--- src/rtl/display_stream_if.sv ---
// Command and packed-pixel stream handshake bundle between a stream source
// (master) and the display engine (slave).
interface display_stream_if #(
    parameter int DATA_W = 64
);
    logic [31:0]       cmd;
    logic              cmd_valid;
    logic              cmd_ready;
    logic [DATA_W-1:0] s_data;
    logic              s_valid;
    logic              s_ready;

    modport master (output cmd, cmd_valid, s_data, s_valid, input cmd_ready, s_ready);
    modport slave  (input cmd, cmd_valid, s_data, s_valid, output cmd_ready, s_ready);
endinterface

--- src/rtl/display_stream.sv ---
// Raster display engine: programmable timing, word FIFO, pixel unpacker,
// start/stop control with a clean frame-end stop, and registered VGA pins.
module display_stream #(
    parameter int H_ACTIVE    = 640,
    parameter int H_FP        = 16,
    parameter int H_SYNC      = 96,
    parameter int H_BP        = 48,
    parameter int V_ACTIVE    = 480,
    parameter int V_FP        = 10,
    parameter int V_SYNC      = 2,
    parameter int V_BP        = 33,
    parameter int DATA_W      = 64,
    parameter int PIX_W       = 8,
    parameter int FIFO_DEPTH  = 16,
    parameter int START_LEVEL = 8
) (
    input  logic                          vgaclk,
    input  logic                          rst,
    display_stream_if.slave               bus,
    output logic [$clog2(FIFO_DEPTH):0]   fifo_count,
    output logic                          VGA_HS_n,
    output logic                          VGA_VS_n,
    output logic [7:0]                    VGA_red,
    output logic [7:0]                    VGA_green,
    output logic [7:0]                    VGA_blue,
    output logic                          running,
    output logic                          underflow,
    output logic [15:0]                   frames_shown
);
    localparam int H_TOTAL = H_ACTIVE + H_FP + H_SYNC + H_BP;
    localparam int V_TOTAL = V_ACTIVE + V_FP + V_SYNC + V_BP;
    localparam int HC_W    = $clog2(H_TOTAL);
    localparam int VC_W    = $clog2(V_TOTAL);
    localparam int NPIX    = DATA_W / PIX_W;
    localparam int IDX_W   = (NPIX > 1) ? $clog2(NPIX) : 1;
    localparam int PTR_W   = $clog2(FIFO_DEPTH);
    localparam logic [IDX_W-1:0] IDX_LAST = IDX_W'(NPIX - 1);

    typedef enum logic [1:0] {ST_IDLE, ST_ARMED, ST_RUN, ST_STOPPING} state_t;

    state_t              r_state, w_state_next;
    logic [HC_W-1:0]     r_hcnt;
    logic [VC_W-1:0]     r_vcnt;
    logic [DATA_W-1:0]   r_mem [FIFO_DEPTH];
    logic [PTR_W-1:0]    r_wr_ptr, r_rd_ptr;
    logic [PTR_W:0]      r_count;
    logic [DATA_W-1:0]   r_word, w_word_next, w_head;
    logic [IDX_W-1:0]    r_idx, w_idx_next;
    logic                r_full, w_full_next;
    logic                w_frame_end, w_active, w_start, w_stop, w_go, w_streaming;
    logic                w_stream, w_flush, w_consume, w_wr, w_rd, w_under, w_fifo_empty;
    logic [PIX_W-1:0]    w_pix;
    logic [23:0]         w_pix24, w_rgb;

    function automatic logic [PIX_W-1:0] pick(input logic [DATA_W-1:0] word,
                                              input logic [IDX_W-1:0]  idx);
        logic [DATA_W-1:0] sh;
        sh = word >> (PIX_W * (NPIX - 1 - int'(idx)));
        return sh[PIX_W-1:0];
    endfunction

    assign w_frame_end  = (int'(r_hcnt) == H_TOTAL - 1) && (int'(r_vcnt) == V_TOTAL - 1);
    assign w_active     = (int'(r_hcnt) < H_ACTIVE) && (int'(r_vcnt) < V_ACTIVE);
    assign w_start      = bus.cmd_valid && (bus.cmd == 32'd1);
    assign w_stop       = bus.cmd_valid && (bus.cmd == 32'd2);
    assign w_go         = (r_state == ST_ARMED) && !w_stop && (r_hcnt == '0) && (r_vcnt == '0)
                          && (int'(r_count) >= START_LEVEL);
    assign w_streaming  = (r_state == ST_RUN) || (r_state == ST_STOPPING);
    assign w_stream     = w_streaming || w_go;
    assign w_flush      = (r_state == ST_STOPPING) && w_frame_end;
    assign w_consume    = w_stream && w_active;
    assign w_fifo_empty = (r_count == '0);
    assign w_head       = r_mem[r_rd_ptr];
    // Words arriving on the flush cycle are discarded along with the FIFO contents.
    assign w_wr         = bus.s_valid && bus.s_ready && !w_flush;

    assign bus.cmd_ready = 1'b1;
    assign bus.s_ready   = (int'(r_count) < FIFO_DEPTH);
    assign fifo_count    = r_count;
    assign running       = w_streaming;

    // Raster counters: free-running, never stalled by the stream.
    always_ff @(posedge vgaclk or posedge rst) begin
        if (rst) begin
            r_hcnt <= '0;
            r_vcnt <= '0;
        end else if (int'(r_hcnt) == H_TOTAL - 1) begin
            r_hcnt <= '0;
            r_vcnt <= (int'(r_vcnt) == V_TOTAL - 1) ? '0 : r_vcnt + 1'b1;
        end else begin
            r_hcnt <= r_hcnt + 1'b1;
        end
    end

    // Control state register.
    always_ff @(posedge vgaclk or posedge rst) begin
        if (rst) r_state <= ST_IDLE;
        else     r_state <= w_state_next;
    end

    // Next-state decode; STOP wins over a simultaneous start of streaming.
    always_comb begin
        w_state_next = r_state;
        case (r_state)
            ST_IDLE:     if (w_start)     w_state_next = ST_ARMED;    else w_state_next = ST_IDLE;
            ST_ARMED:    if (w_stop)      w_state_next = ST_IDLE;
                         else if (w_go)   w_state_next = ST_RUN;      else w_state_next = ST_ARMED;
            ST_RUN:      if (w_stop)      w_state_next = ST_STOPPING; else w_state_next = ST_RUN;
            ST_STOPPING: if (w_frame_end) w_state_next = ST_IDLE;     else w_state_next = ST_STOPPING;
            default:     w_state_next = ST_IDLE;
        endcase
    end

    // FIFO storage; contents need no reset since the count gates every read.
    always_ff @(posedge vgaclk) begin
        if (w_wr) r_mem[r_wr_ptr] <= bus.s_data;
    end

    // FIFO pointers and occupancy.
    always_ff @(posedge vgaclk or posedge rst) begin
        if (rst) begin
            r_wr_ptr <= '0;
            r_rd_ptr <= '0;
            r_count  <= '0;
        end else if (w_flush) begin
            r_wr_ptr <= '0;
            r_rd_ptr <= '0;
            r_count  <= '0;
        end else begin
            if (w_wr) r_wr_ptr <= r_wr_ptr + 1'b1;
            if (w_rd) r_rd_ptr <= r_rd_ptr + 1'b1;
            case ({w_wr, w_rd})
                2'b10:   r_count <= r_count + 1'b1;
                2'b01:   r_count <= r_count - 1'b1;
                default: r_count <= r_count;
            endcase
        end
    end

    // Unpacker: an empty register takes pixel 0 straight from the FIFO head,
    // and the last pixel of a word prefetches the next word, so no bubbles.
    always_comb begin
        w_rd        = 1'b0;
        w_under     = 1'b0;
        w_pix       = '0;
        w_word_next = r_word;
        w_idx_next  = r_idx;
        w_full_next = r_full;
        if (w_flush) begin
            w_full_next = 1'b0;
            w_idx_next  = '0;
        end else if (w_consume) begin
            if (r_full) begin
                w_pix = pick(r_word, r_idx);
                if (r_idx == IDX_LAST) begin
                    w_idx_next = '0;
                    if (!w_fifo_empty) begin
                        w_rd        = 1'b1;
                        w_word_next = w_head;
                        w_full_next = 1'b1;
                    end else begin
                        w_full_next = 1'b0;
                    end
                end else begin
                    w_idx_next = r_idx + 1'b1;
                end
            end else if (!w_fifo_empty) begin
                w_rd        = 1'b1;
                w_pix       = pick(w_head, '0);
                w_word_next = w_head;
                w_idx_next  = (NPIX > 1) ? IDX_W'(1) : IDX_W'(0);
                w_full_next = (NPIX > 1);
            end else begin
                w_under = 1'b1;
            end
        end else begin
            w_full_next = r_full;
        end
    end

    // Unpack register.
    always_ff @(posedge vgaclk or posedge rst) begin
        if (rst) begin
            r_word <= '0;
            r_idx  <= '0;
            r_full <= 1'b0;
        end else begin
            r_word <= w_word_next;
            r_idx  <= w_idx_next;
            r_full <= w_full_next;
        end
    end

    // Colour select: blanking, starved-pixel magenta, stream pixel, or test bars.
    always_comb begin
        w_pix24 = 24'(w_pix);
        if (!w_active)                             w_rgb = 24'h000000;
        else if (w_under)                          w_rgb = 24'hFF00FF;
        else if (w_stream)                         w_rgb = (PIX_W == 24) ? w_pix24 : {3{w_pix24[7:0]}};
        else if (int'(r_hcnt) < H_ACTIVE / 3)      w_rgb = 24'hFF0000;
        else if (int'(r_hcnt) < 2 * H_ACTIVE / 3)  w_rgb = 24'h00FF00;
        else                                       w_rgb = 24'h0000FF;
    end

    // Registered pins and status.
    always_ff @(posedge vgaclk or posedge rst) begin
        if (rst) begin
            VGA_HS_n     <= 1'b1;
            VGA_VS_n     <= 1'b1;
            VGA_red      <= 8'h00;
            VGA_green    <= 8'h00;
            VGA_blue     <= 8'h00;
            underflow    <= 1'b0;
            frames_shown <= 16'd0;
        end else begin
            VGA_HS_n <= !((int'(r_hcnt) >= H_ACTIVE + H_FP) && (int'(r_hcnt) < H_ACTIVE + H_FP + H_SYNC));
            VGA_VS_n <= !((int'(r_vcnt) >= V_ACTIVE + V_FP) && (int'(r_vcnt) < V_ACTIVE + V_FP + V_SYNC));
            {VGA_red, VGA_green, VGA_blue} <= w_rgb;
            if (w_under) underflow <= 1'b1;
            if (w_frame_end && w_streaming) frames_shown <= frames_shown + 1'b1;
        end
    end
endmodule

--- src/flat_wrapper.sv ---
// flat-port wrapper written by rule: the top's interface ports become plain ports
module display_stream_flat 
#(
    parameter int H_ACTIVE    = 640,
    parameter int H_FP        = 16,
    parameter int H_SYNC      = 96,
    parameter int H_BP        = 48,
    parameter int V_ACTIVE    = 480,
    parameter int V_FP        = 10,
    parameter int V_SYNC      = 2,
    parameter int V_BP        = 33,
    parameter int DATA_W      = 64,
    parameter int PIX_W       = 8,
    parameter int FIFO_DEPTH  = 16,
    parameter int START_LEVEL = 8
)
  (vgaclk, rst, fifo_count, VGA_HS_n, VGA_VS_n, VGA_red, VGA_green, VGA_blue, running, underflow, frames_shown, bus_cmd, bus_cmd_valid, bus_s_data, bus_s_valid, bus_cmd_ready, bus_s_ready);
  display_stream_if #(.DATA_W(DATA_W)) bus_i ();
  input  logic vgaclk;
  input  logic rst;
  output logic [$clog2(FIFO_DEPTH):0] fifo_count;
  output logic VGA_HS_n;
  output logic VGA_VS_n;
  output logic [7:0] VGA_red;
  output logic [7:0] VGA_green;
  output logic [7:0] VGA_blue;
  output logic running;
  output logic underflow;
  output logic [15:0] frames_shown;
  input wire logic [$bits(bus_i.cmd)-1:0] bus_cmd;
  input wire logic [$bits(bus_i.cmd_valid)-1:0] bus_cmd_valid;
  input wire logic [$bits(bus_i.s_data)-1:0] bus_s_data;
  input wire logic [$bits(bus_i.s_valid)-1:0] bus_s_valid;
  output wire logic [$bits(bus_i.cmd_ready)-1:0] bus_cmd_ready;
  output wire logic [$bits(bus_i.s_ready)-1:0] bus_s_ready;
  assign bus_i.cmd = bus_cmd;
  assign bus_i.cmd_valid = bus_cmd_valid;
  assign bus_i.s_data = bus_s_data;
  assign bus_i.s_valid = bus_s_valid;
  assign bus_cmd_ready = bus_i.cmd_ready;
  assign bus_s_ready = bus_i.s_ready;
  display_stream #(.H_ACTIVE(H_ACTIVE), .H_FP(H_FP), .H_SYNC(H_SYNC), .H_BP(H_BP), .V_ACTIVE(V_ACTIVE), .V_FP(V_FP), .V_SYNC(V_SYNC), .V_BP(V_BP), .DATA_W(DATA_W), .PIX_W(PIX_W), .FIFO_DEPTH(FIFO_DEPTH), .START_LEVEL(START_LEVEL)) u_core (.vgaclk(vgaclk), .rst(rst), .bus(bus_i), .fifo_count(fifo_count), .VGA_HS_n(VGA_HS_n), .VGA_VS_n(VGA_VS_n), .VGA_red(VGA_red), .VGA_green(VGA_green), .VGA_blue(VGA_blue), .running(running), .underflow(underflow), .frames_shown(frames_shown));
endmodule
--- config.mk ---
export PLATFORM = sky130hd
export DESIGN_NAME = display_stream_flat
export DESIGN_NICKNAME = d
export VERILOG_FILES = /design/src/rtl/display_stream_if.sv /design/src/rtl/display_stream.sv /design/src/flat_wrapper.sv
export SDC_FILE = /design/constraint.sdc
export NUM_CORES = 1
export LEC_CHECK = 0
export ABC_AREA = 1
export BUFFER_PORTS_ARGS = -buffer_cell sky130_fd_sc_hd__buf_4
export CORE_AREA = 2 2 312 314
export DETAILED_ROUTE_END_ITERATION = 8
export DIE_AREA = 0 0 314 316
export GPL_ROUTABILITY_DRIVEN = 1
export PLACE_DENSITY = 0.73
export RECOVER_POWER = 100
export SYNTH_ARGS = -nofsm -noshare
export SYNTH_HDL_FRONTEND = slang
export SYNTH_SLANG_ARGS = --single-unit
--- constraint.sdc ---
create_clock -name vgaclk -period 8.6 [get_ports vgaclk]
set_input_delay 1.72 -clock vgaclk [delete_from_list [all_inputs] [get_ports vgaclk]]
set_output_delay 1.72 -clock vgaclk [all_outputs]
set_load 0.01 [all_outputs]
==> flow_summary.toml <==
[run_status]
status = "finished with violations"
violations = "max-capacitance violations, max-slew violations"

[sta]
period_needed_ns = 6.41
fmax_mhz = 156
tns_ns = 0
slew_headroom = -2.15
max_slew.worst_pin.slew_ns = 4.72
fin_ws_ns = 2.19
setup_viol_count_final = 0
rsz0062_at_grt = "no"
skew_ns = 0.0587
fin_crit_sh = 0.746
finalMaxSlewViolations = 807
hold_viol_final = 0

[critical_path]
ff2ff_setup_slack_ns = 2.19
timing.rr.end = "u_core.VGA_blue[3]"
crit_arrival_ns = 7.02
start_kind = "register"
reg2reg_depth = 10
crit_path_end_kind = "register"
critical_path_class = "reg -> reg"
worstPathMaxFanout = 85
r2r-start = "u_core.r_rd_ptr[1]"
cp.required_ns = 9.20

[pwr]
p_per_area_nw_per_um2 = 329
worst_ir_drop_vdd_mv = 0.265
leakagePower_nw = 19.2

[synth]
ys_seq_area_frac = 0.721
async_flop_share = 0.125
syn_nets = 4123
synth_seq_cells = 1170
syn_inst = 4006
synth-edff-count = 1024
synth_area_per_cell_um2 = 11.9
syn_area_um2 = 47700
synth_flop_cell = "edfxtp_1"
yosys_warnings = 0
ys_types = 47

[drt]
via_per_inst = 5.72
drt_iter0_markers = 3626
postRouteAntennaNets = 0
wl_per_cell_um = 21.4
vias = 31144
routed_wl_um = 117000
drcViolationCount = 0
drt_pass1_iterations = 6

[global_route]
grt_pass1_vias = 29782
grt.total_usage = 0.233
grt.overflow.total = 0
antenna_found_initial = 6
grt_max_degree = 196
grt_pass1_wl_um = 177000

[floorplanning]
fp.dieArea_um2 = 99200
core-area_um2 = 96000
die_w_um = 314
start_util = 0.497
rows = 114
die_h_um = 316
pin_count = 151

[clocking]
holdBufCountCts = 0
postCtsSetupBuffers = 0
cts.sinks = 1170
clk_latency_ns = 0.73
cts_root_buf = "clkbuf_16"
cts_buffers = 111
clockBufferDepth = 3
cts.repair.resized = 0
cts_tree = "done"
h-tree-depth = 3
clkTransAtPathRegs_ns = 0.06

[min_path]
min_path_type = "reg -> reg"
whs_endpoint = "u_core.r_hcnt[0]"
min_from = "u_core.r_hcnt[0]"
min_path_cells = 1

[placed_design]
place.gp.congestion = 0.840
pre_cts_ws_ns = 3.16
dpl.cell_count = 5236
io_buffers = 149
dp_hpwl_um = 61100

[run]
timing.max_cap.violations = 25

[finish]
syn2layout_area_growth_pct = 10.8
fin_nets = 4190
drive_above_1_share = 0.0614
fin_cells = 5448
==> through the flow <==
step                 util  power [mW]  hold WS (ns)  instance area, µm²
CTS                 0.557        17.5         0.465               53500
global route        0.551        18.2         0.495               52800
finish              0.551        17.4         0.461               52800
global placement    0.519        12.6         0.449               49900
detailed placement  0.519        12.7         0.456               49900
floorplan               -        10.9         0.432               47700
==> placed cells by master (no fill, tap or decap), types with 12 or more instances in the layout <==
master     Yosys  routed
nand4_1       14      14
o21ai_1       99      66
inv_1        195     195
clkbuf_1     104     142
clkinv_1       1      24
mux2i_1       56      56
o31ai_1       35      35
nor3_1        12      12
nand2_1      910     911
edfxtp_1    1024    1024
ha_1          17      17
nor2_1       370     371
nand3_1      323     325
dfrtp_1      144     140
a21oi_1      132     132
buf_4          5      58
o21ai_0      241     282
clkbuf_16      0     112
o22ai_1       45      45
clkinv_2       0      25
o221ai_1      70      70
xor2_1        25      25
==> kinds of logic (layout without fill, tap and decap cells) <==
logic type | count (synthesis) | count (layout) | synth area share
simple gates | 1650 | 1650 | 0.141
fa+ha+maj | 17 | 17 | 0.00446
buf+inv | 441 | 605 | 0.0389
flops | 1170 | 1170 | 0.721
other cells | 1 | 3 | 0.0000786
compound gates | 640 | 640 | 0.0769
mux | 56 | 56 | 0.0117
xor+xnor | 31 | 31 | 0.00569
==> layer usage <==
metal / wire (µm) / global-route usage / up-vias
li1: - / - / 14241
met2: 55900 / 0.378 / 1396
met1: 47700 / 0.321 / 15281
met5: 34 / 0 / -
met4: 3400 / 0.0832 / 6
met3: 9750 / 0.0373 / 220
==> cell type report <==
cell class	count	area, µm²
fillers	7757	43100
flip-flops and latches	1170	34400
multi-input cells	2395	11400
clock buffers	144	2980
well taps	1276	1600
repair buffers	186	996
inverters	209	806
clock inverters	66	639
diodes	2	5.00
==> synth_stat cells, types with 14 or more instances <==
master    instances  area, µm²
a21oi_1         132        661
buf_1            21       78.8
buf_2            93        465
clkbuf_1        104        390
dfrtp_1         144       3600
edfxtp_1       1024      30700
ha_1             17        213
inv_1           195        732
mux2i_1          56        561
nand2_1         910       3420
nand3_1         323       1620
nand4_1          14       87.6
nor2_1          370       1390
o21ai_0         241       1210
o21ai_1          99        495
o221ai_1         70        613
o22ai_1          45        282
o31ai_1          35        263
xor2_1           25        219
==> registers in the layout, indices dropped and copies added, names as in the netlist, 5 cells and up <==
| name | flops |
|---|---|
| u_core.VGA_red | 8 |
| u_core.r_vcnt | 10 |
| u_core.VGA_blue | 8 |
| u_core.r_hcnt | 10 |
| u_core.r_mem | 1024 |
| u_core.VGA_green | 8 |
| u_core.fifo_count | 5 |
| u_core.frames_shown | 16 |
| u_core.r_word | 64 |
==> power breakdown <==
part / switching (mW) / total [mW] / internal, mW / leakage (nW)
Combinational: 3.83 / 5.30 / 1.47 / 6.41
Clock: 2.13 / 4.83 / 2.70 / 1.77
Sequential: 0.355 / 7.27 / 6.91 / 11.1
==> worst max-delay path, stage by stage (launching register included) <==
cell	delay, ns
dfrtp_4	0.69
inv_6	0.57
clkbuf_1	3.35
nand3_1	0.26
nand3_1	0.26
nand3_1	0.13
nand2_1	0.26
a21oi_1	0.14
nor2_1	0.35
nor2_1	0.09
nor2_1	0.09
==> worst max-delay path by stage <==
stage | endpoint | start | cells after the start | slack [ns]
finish | u_core.VGA_blue[3] | u_core.r_rd_ptr[1] | 10 | 2.19
global route | u_core.r_word[27] | u_core.r_rd_ptr[1] | 8 | 1.81
CTS | u_core.fifo_count[4] | bus_cmd[5] | 19 | 3.93
detailed placement | u_core.fifo_count[4] | bus_cmd[5] | 19 | 3.16
global placement | u_core.fifo_count[4] | bus_cmd[5] | 19 | 3.28
floorplan | u_core.VGA_blue[0] | rst | 1 | 2.96
Note: power is estimated with default switching activity, not from simulation.
